<file path="src/rtl/tetris_pkg.sv">
// Shared piece encoding and bag helpers for the block-drop game.
package tetris_pkg;
    localparam int NUM_PIECES = 7;

    typedef enum logic [2:0] {
        PIECE_I    = 3'd0,
        PIECE_O    = 3'd1,
        PIECE_T    = 3'd2,
        PIECE_J    = 3'd3,
        PIECE_L    = 3'd4,
        PIECE_S    = 3'd5,
        PIECE_Z    = 3'd6,
        PIECE_NONE = 3'd7
    } piece_t;

    // Lowest-index piece not yet drawn from the bag.
    function automatic piece_t first_unused(input logic [NUM_PIECES-1:0] used);
        first_unused = PIECE_NONE;
        for (int i = NUM_PIECES - 1; i >= 0; i--)
            if (!used[i]) first_unused = piece_t'(i[2:0]);
    endfunction
endpackage

</file>
<file path="src/rtl/next_piece_gen_fifo.sv">
// Shift-register piece FIFO: slot 0 is the oldest entry, unused slots hold PIECE_NONE.
module piece_fifo
    import tetris_pkg::*;
#(
    parameter  int DEPTH = 6,
    localparam int CW    = $clog2(DEPTH + 1)
) (
    input  logic                 clk,
    input  logic                 rst,
    input  logic                 push,
    input  piece_t               push_data,
    input  logic                 pop,
    output piece_t [DEPTH-1:0]   slots,
    output logic   [CW-1:0]      count
);
    piece_t [DEPTH-1:0] mem, mem_nxt;
    logic   [CW-1:0]    cnt_nxt, wr_idx;
    logic               do_pop, do_push;

    always_comb begin
        do_pop  = pop && (count != '0);
        do_push = push && (do_pop || count != CW'(DEPTH));
        mem_nxt = mem;
        cnt_nxt = count;
        wr_idx  = count;
        if (do_pop) begin
            for (int k = 0; k < DEPTH - 1; k++) mem_nxt[k] = mem[k+1];
            mem_nxt[DEPTH-1] = PIECE_NONE;
            wr_idx  = count - CW'(1);
            cnt_nxt = count - CW'(1);
        end
        // A push during a pop lands where the shifted tail now ends.
        if (do_push) begin
            for (int k = 0; k < DEPTH; k++)
                if (wr_idx == CW'(k)) mem_nxt[k] = push_data;
            cnt_nxt = cnt_nxt + CW'(1);
        end
    end

    always_ff @(posedge clk or posedge rst) begin
        if (rst) begin
            for (int k = 0; k < DEPTH; k++) mem[k] <= PIECE_NONE;
            count <= '0;
        end else begin
            mem   <= mem_nxt;
            count <= cnt_nxt;
        end
    end

    assign slots = mem;
endmodule

</file>
<file path="src/rtl/next_piece_gen.sv">
// Seven-bag randomizer: builds 3-bit candidates from the LFSR stream, rejects
// repeats within a bag, and queues accepted pieces for play and preview.
module next_piece_gen
    import tetris_pkg::*;
#(
    parameter  int DEPTH = 6,
    localparam int CW    = $clog2(DEPTH + 1)
) (
    input  logic                 clk,
    input  logic                 rst,
    input  logic                 rand_bit,
    input  logic                 piece_req,
    output logic                 piece_valid,
    output piece_t               piece,
    output piece_t [DEPTH-1:0]   queue,
    output logic   [CW-1:0]      count
);
    logic [1:0]            acc, bcnt;
    logic [NUM_PIECES-1:0] bag_used;
    logic [2:0]            cand;
    logic [7:0]            used_ext, cand_onehot;
    logic                  full, fill_mode, accept, push;
    piece_t                push_piece;

    assign full        = (count == CW'(DEPTH));
    assign fill_mode   = ($countones(bag_used) == 6);
    assign cand        = {acc, rand_bit};
    // Code 7 is treated as permanently used so one lookup rejects both cases.
    assign used_ext    = {1'b1, bag_used};
    assign cand_onehot = 8'b1 << cand;
    assign accept      = (bcnt == 2'd2) && !used_ext[cand];

    always_comb begin
        push       = 1'b0;
        push_piece = PIECE_NONE;
        if (!full) begin
            if (fill_mode) begin
                push       = 1'b1;
                push_piece = first_unused(bag_used);
            end else if (accept) begin
                push       = 1'b1;
                push_piece = piece_t'(cand);
            end
        end
    end

    always_ff @(posedge clk or posedge rst) begin
        if (rst) begin
            acc      <= '0;
            bcnt     <= '0;
            bag_used <= '0;
        end else if (!full) begin
            if (fill_mode) begin
                bag_used <= '0;
            end else if (bcnt == 2'd2) begin
                bcnt <= '0;
                if (accept) bag_used <= bag_used | cand_onehot[NUM_PIECES-1:0];
            end else begin
                acc  <= {acc[0], rand_bit};
                bcnt <= bcnt + 2'd1;
            end
        end
    end

    piece_fifo #(.DEPTH(DEPTH)) u_fifo (
        .clk       (clk),
        .rst       (rst),
        .push      (push),
        .push_data (push_piece),
        .pop       (piece_req),
        .slots     (queue),
        .count     (count)
    );

    assign piece_valid = (count != '0);
    assign piece       = queue[0];
endmodule

</file>
<file path="config.mk">
export PLATFORM = sky130hd
export DESIGN_NAME = next_piece_gen
export DESIGN_NICKNAME = d
export VERILOG_FILES = /design/src/rtl/tetris_pkg.sv /design/src/rtl/next_piece_gen_fifo.sv /design/src/rtl/next_piece_gen.sv
export SDC_FILE = /design/constraint.sdc
export NUM_CORES = 1
export LEC_CHECK = 0
export ABC_AREA = 1
export ABC_CLOCK_PERIOD_IN_PS = 3900
export BUFFER_PORTS_ARGS = -buffer_cell sky130_fd_sc_hd__buf_2
export CORE_MARGIN = 5
export CORE_UTILIZATION = 25
export CTS_CLUSTER_SIZE = 25
export DETAILED_ROUTE_END_ITERATION = 10
export PLACE_DENSITY = 0.4
export SETUP_SLACK_MARGIN = 0.4
export SYNTH_ARGS = -nofsm -noshare
export SYNTH_HDL_FRONTEND = slang
export SYNTH_SLANG_ARGS = --single-unit
</file>
<file path="constraint.sdc">
create_clock -name clk -period 3.9 [get_ports clk]
set_input_delay 0.975 -clock clk [delete_from_list [all_inputs] [get_ports clk]]
set_output_delay 0.975 -clock clk [all_outputs]
set_load 0.05 [all_outputs]
</file>
==> results.yml, run 1 <==
clock_network:
  tritoncts: "built"
  cts_root_buf: "clkbuf_8"
  htree_levels: 2
  postCtsHoldBufs: 0
  clock_path_buffers: 2
  clk_pin_slew_worst_paths_ns: 0.08
  clock_latency_ns: 0.29
  tritoncts.num_buffers: 5
  cts.sinks: 32
global_route:
  grt_pass1_vias: 1744
  grt_start_max_net_pins: 33
  grt_use_total_pct: 10.56
  grt_overflow: 0
  grt_first_pass_wirelength_um: 8431
  antenna_found_initial: 0
critical_path:
  criticalPathCategory: "register to register"
  crit_path_start: "bag_used[1]"
  worstPathMaxFanout: 6
  reg2reg_depth: 15
  reg2reg_slack_ns: 0.59
  arrival_ns: 3.53
  worst_path_most_repeated_cell: "fa_1"
  critPathMaxStageDelay_ns: 0.53
  endpoint: "u_fifo.slots[16]"
  r2r-end: "u_fifo.slots[16]"
  crit_path_cell_trace: "fa_1, inv_1, fa_1, inv_1, fa_2, inv_2, fa_1, nor2_2, nand2_2, nor2_2, nand2_1, o22ai_1, buf_4, nand3_1, nand2_1"
  crit_slowest_cell: "fa_1"
  r2r_start: "bag_used[1]"
  worstPathRequired_ns: 4.13
  start_kind: "register"
  endpoint_kind: "register"
min_path:
  holdCritPathClass: "register to register"
timing:
  slew-limit-headroom_pct: 49.89
  skew_ns: 0.009253
  drv_slew: 0
  period_share_pct: 84.78
  rsz0062_at_grt: "no"
  layout_min_cycle_time_ns: 3.306
  fin_ws_ns: 0.5936
  fmax_mhz: 302.4
  tightest_slew_ns: 0.7508
  tns_ns: 0
  hold_violations: 0
  setup_violations: 0
finish:
  nets: 313
  drive_above_1_share_pct: 29.87
  fin_util_pct: 31.22
  antenna_cells: 0
  area_growth_pct: 20.52
drt:
  vias: 1707
  postRouteAntennaNets: 0
  drc_errors: 0
  drtIter0Drc: 39
  first_pass_iters: 4
  drt-total-wl_um: 5024
  routed_via_density: 4.268
  wl_per_cell_um: 12.56
floorplan:
  die_area_sq_um: 9942
  start_util_pct: 25.90
  rows: 32
  io_pins: 29
  die_x_um: 99.71
  core_area_sq_um: 7767
  chipHeight_um: 99.71
synthesis:
  ys_ff_latch: 32
  syn_inst: 263
  syn_area_per_cell_sq_um: 7.650
  seq_area_frac_synth_pct: 40.92
  synth_warnings: 0
  synth_nets: 279
  synthDistinctLibCells: 25
  synth_area_sq_um: 2012
power:
  power.leakage_nw: 1.271
  powerDensity_nw_per_um2: 888.7
  vdd_ir_drop_max_mv: 0.1725
placement:
  dpl.hpwl_um: 3708
  port_buffers: 28
  gp_congestion: 0.7475
  pre_cts_ws_ns: 0.4295
run:
  cap_violations: 0
outcome:
  status: "finished, final reports clean"
[worst min-delay path by stage]
stage,startpoint,to,cells past startpoint
6_report,bcnt[0],bcnt[0],2
5_1_grt,bcnt[0],bcnt[0],2
4_1_cts,bcnt[1],bcnt[0],3
3_5_place_dp,bcnt[1],bcnt[0],3
3_3_place_gp,bcnt[1],bcnt[0],3
2_1_floorplan,bcnt[0],bcnt[0],2
[cell type report]
| class | count | area, sq um |
|---|---|---|
| Fill cell | 867 | 5343 |
| Multi-Input combinational cell | 181 | 1012 |
| Sequential cell | 32 | 824.5 |
| Timing Repair Buffer | 35 | 196.4 |
| Inverter | 42 | 157.7 |
| Tap cell | 102 | 127.6 |
| Clock buffer | 6 | 93.84 |
| Clock inverter | 2 | 12.51 |
[where the power goes]
part           leakage [nW]  switching (mW)  internal [mW]
Sequential            0.334          0.0947          0.517
Clock                0.0523           0.140          0.163
Combinational         0.884           0.910          0.330
Total                  1.27            1.14           1.01
[worst max-delay path: cells and delay by family, from the launching register on]
kind / cells / cell delay, ns
compound gates: 1 / 0.14
fa+ha+maj: 4 / 1.75
buf+inv: 4 / 0.33
flops: 1 / 0.44
simple gates: 6 / 0.59
[through the flow]
stage	instance area, sq um	hold slack [ns]	power, mW	cells
after global placement	2248	0.5356	1.845	389
after global routing	2425	0.5849	2.343	400
after floorplan	2012	0.5105	1.607	263
after CTS	2355	0.5564	2.156	397
final	2425	0.5514	2.155	400
after detailed placement	2248	0.5444	1.844	389
[logic make-up after synthesis]
kind of cell / after synthesis / share of synthesized area [%]
adders and majority gates: 12 / 8.956
AOI/OAI and AO/OA: 40 / 10.01
DFF: 32 / 40.92
and+or+nand+nor: 121 / 24.94
buffers and inverters: 51 / 11.26
muxes: 4 / 2.239
xor gates and xnor gates: 3 / 1.679
[state kept, by name, summed over array words and instances, names as in the netlist]
signal / count
bag_used: 7
u_fifo.slots: 18
bcnt: 2
u_fifo.count: 3
acc: 2
[synthesized netlist by cell type]
cell type | n | share of area (%)
nand2_1 | 80 | 15
inv_1 | 39 | 7.3
nor2_1 | 23 | 4.3
dfstp_2 | 18 | 24
a21oi_1 | 16 | 4.0
dfrtp_1 | 14 | 17
o21ai_1 | 12 | 3.0
o21ai_0 | 11 | 2.7
nand3_1 | 10 | 2.5
ha_1 | 8 | 5.0
fa_1 | 4 | 4.0
mux2_2 | 4 | 2.2
buf_4 | 3 | 1.1
buf_6 | 3 | 1.7
inv_2 | 3 | 0.56
clkbuf_1 | 2 | 0.37
nand2_4 | 2 | 1.1
nand3_2 | 2 | 1.0
nor3_1 | 2 | 0.50
xor2_1 | 2 | 0.87
buf_2 | 1 | 0.25
nand2_2 | 1 | 0.31
nor2_2 | 1 | 0.31
o22ai_1 | 1 | 0.31
xor2_2 | 1 | 0.81
[cell usage in the layout, fill, tap and decap left out, drive strengths merged, types with 3 or more instances in the layout]
cell type | netlist | final
nand2 | 83 | 84
inv | 42 | 42
buf | 7 | 35
nor2 | 24 | 24
o21ai | 23 | 23
dfstp | 18 | 18
a21oi | 16 | 16
dfrtp | 14 | 14
nand3 | 12 | 12
ha | 8 | 8
clkbuf | 2 | 6
mux2 | 4 | 4
fa | 4 | 4
xor2 | 3 | 3
[routing by layer]
| metal | track usage [%] | share of wire (%) |
|---|---|---|
| met1 | 13.58 | 48 |
| met2 | 17.65 | 46 |
| met3 | 2.595 | 4.8 |
| met4 | 2.836 | 1.1 |
| met5 | 0 | 0 |
[what timing repair did]
item                       4_1_cts  5_1_grt
gates resized for setup          0       15
hold endpoints to repair         0        0
setup buffers                    0        2
setup endpoints to repair        0       26
(Power assumes the default switching activity.)
==> inputs of run 2 (changes only) <==
- ABC_CLOCK_PERIOD_IN_PS: 3900 -> 3300
- clock period: 3.9 -> 3.3 ns (I/O delays scaled with it)
==> run 2 against run 1 <==
Net effect: wire length increased by 2.9%; sequential share of layout area decreased by 3.8 points; largest cell class unchanged; critical path depth unchanged; via count increased by 3.5%; worst hold slack improved by 0.0082 ns; power increased by 26%.
==> results.yml, run 2 (synthesis gave the netlist of run 1 again) <==
placement:
  gp_congestion: 0.7287
  dpl.hpwl_um: 3642
  port_buffers: 28
  pre_cts_ws_ns: -0.002696
timing:
  fin_ws_ns: 0.05707
  slew-limit-headroom_pct: 69.58
  rsz0062_at_grt: "yes"
  hold_violations: 0
  tns_ns: 0
  period_share_pct: 98.27
  drv_slew: 0
  tightest_slew_ns: 0.4546
  setup_violations: 0
  skew_ns: 0.004669
  fmax_mhz: 308.4
  finalHoldWorstSlack_ns: 0.5597
  layout_min_cycle_time_ns: 3.243
critical_path:
  crit_path_start: "bag_used[0]"
  endpoint_kind: "register"
  crit_buf_inv: 4
  cp_top_family: "adder cells"
  r2r_start: "bag_used[0]"
  worst_path_most_repeated_cell: "fa_1"
  worstPathMaxFanout: 6
  crit_slowest_cell: "fa_1"
  crit_path_cell_trace: "fa_1, inv_1, fa_1, inv_1, fa_2, inv_2, fa_1, nor2_2, nand2_2, nor2_4, nand2_2, nor2_1, a21oi_1, buf_4, o21ai_1"
  worstPathRequired_ns: 3.51
  critPathMaxStageDelay_ns: 0.54
  start_kind: "register"
  arrival_ns: 3.46
  criticalPathCategory: "register to register"
power:
  p_seq_share_pct: 26.7
  power.leakage_nw: 1.463
  swShare_pct: 53.68
  p_clk_share_pct: 11.9
  pwr-share-comb_pct: 61.4
  vdd_ir_drop_max_mv: 0.2104
  switchingPower_mw: 1.452
  p_int_mw: 1.253
  powerDensity_nw_per_um2: 991.4
global_route:
  busiest_layer: "met2"
  grt_overflow: 0
  grt_use_met2_pct: 17.50
  grt_use_total_pct: 10.49
  grt_first_pass_wirelength_um: 8286
  grt_pass1_vias: 1681
  grt_start_max_net_pins: 33
  use_met1_pct: 13.35
  use_met3_pct: 2.595
  antenna_found_initial: 0
drt:
  postRouteAntennaNets: 0
  routed_via_density: 4.307
  drc_errors: 0
  wl_per_cell_um: 12.61
  first_pass_iters: 4
  vias: 1766
  drtIter0Drc: 60
  drt-total-wl_um: 5171
clock_network:
  clock_latency_ns: 0.28
  postCtsHoldBufs: 0
  tritoncts: "built"
  clock_path_buffers: 2
  clk_pin_slew_worst_paths_ns: 0.07
  tritoncts.num_buffers: 5
  cts.sinks: 32
  cts_root_buf: "clkbuf_8"
  htree_levels: 2
outcome:
  status: "finished, final reports clean"
finish:
  drive_above_1_share_pct: 44.16
  nFillCells: 831
  antenna_cells: 0
  largest_register_ffs: 18
  fin_util_pct: 35.13
  layout_common_cells: "nand2_1 (59), inv_1 (37), buf_2 (28)"
  nets: 323
  layout_commonest_cell: "nand2_1"
  area_growth_pct: 35.63
floorplan:
  die_area_sq_um: 9942
  io_pins: 29
  die_x_um: 99.71
  start_util_pct: 25.90
  rows: 32
  core_area_sq_um: 7767
  chipHeight_um: 99.71
min_path:
  holdCritPathClass: "register to register"
  min_from: "bcnt[0]"
run:
  cap_violations: 0
==> run 2: cell types whose count changed in the layout (fill, tap and decap cells not counted), sizes merged <==
cell / previous run / this run
buf: 35 / 45
clkinv: 1 / 2
clkinvlp: 1 / 0
==> run 2: per-stage QoR <==
stage                     cell area, sq um  power [mW]  instances
after floorplan                       2032       1.907        263
after global placement                2313       2.183        395
after detailed placement              2313       2.184        395
after CTS                             2519       2.575        407
after global routing                  2729       2.907        410
final                                 2729       2.705        410
==> run 2: final cells by class <==
class	count	area, sq um	share of cell area, %
multi-input cells	181	1221	44.75
flip-flops and latches	32	823.3	30.17
repair buffers	45	306.5	11.23
inverters	42	157.7	5.777
well taps	102	127.6	4.677
clock buffers	6	82.58	3.026
clock inverters	2	10.01	0.3668
==> run 2: per-layer routing <==
layer  vias to the layer above  wire length (um)
met4                         0                46
met1                       841              2350
met5                         -                 0
li1                        899                 -
met2                        22              2584
met3                         4               190
==> run 2: final timing paths <==
kind | endpoint | cells past startpoint | slack, ns
worst max-delay path | u_fifo.slots[14] | 15 | 0.06
worst min-delay path | bcnt[0] | 2 | 0.56
worst max register to register | u_fifo.slots[14] | 15 | 0.06
worst min register to register | bcnt[0] | 2 | 0.56
max in group asynchronous | u_fifo.slots[9] | 3 | 2.33
min in group asynchronous | bcnt[1] | 3 | 0.64
==> run 2: power groups by stage <==
stage / Clock (mW) / Sequential (mW) / Combinational [mW]
3_5_place_dp: 0 / 0.732 / 1.45
5_1_grt: 0.355 / 0.751 / 1.80
3_3_place_gp: 0 / 0.735 / 1.45
4_1_cts: 0.342 / 0.726 / 1.51
2_1_floorplan: 0 / 1.14 / 0.765
6_report: 0.323 / 0.722 / 1.66
==> run 2: timing repair <==
action	in CTS	in global routing
buffers inserted	3	3
setup endpoints to repair	32	32
cloned	1	0
pin swaps	9	20
resized for setup	26	46
==> run 2: worst register-to-register path: stages (launching register included) <==
cell	delay (ns)
dfrtp_1	0.40
fa_1	0.54
inv_1	0.05
fa_1	0.48
inv_1	0.05
fa_2	0.33
inv_2	0.06
fa_1	0.41
nor2_2	0.10
nand2_2	0.11
nor2_4	0.11
nand2_2	0.08
nor2_1	0.09
a21oi_1	0.05
buf_4	0.18
o21ai_1	0.15
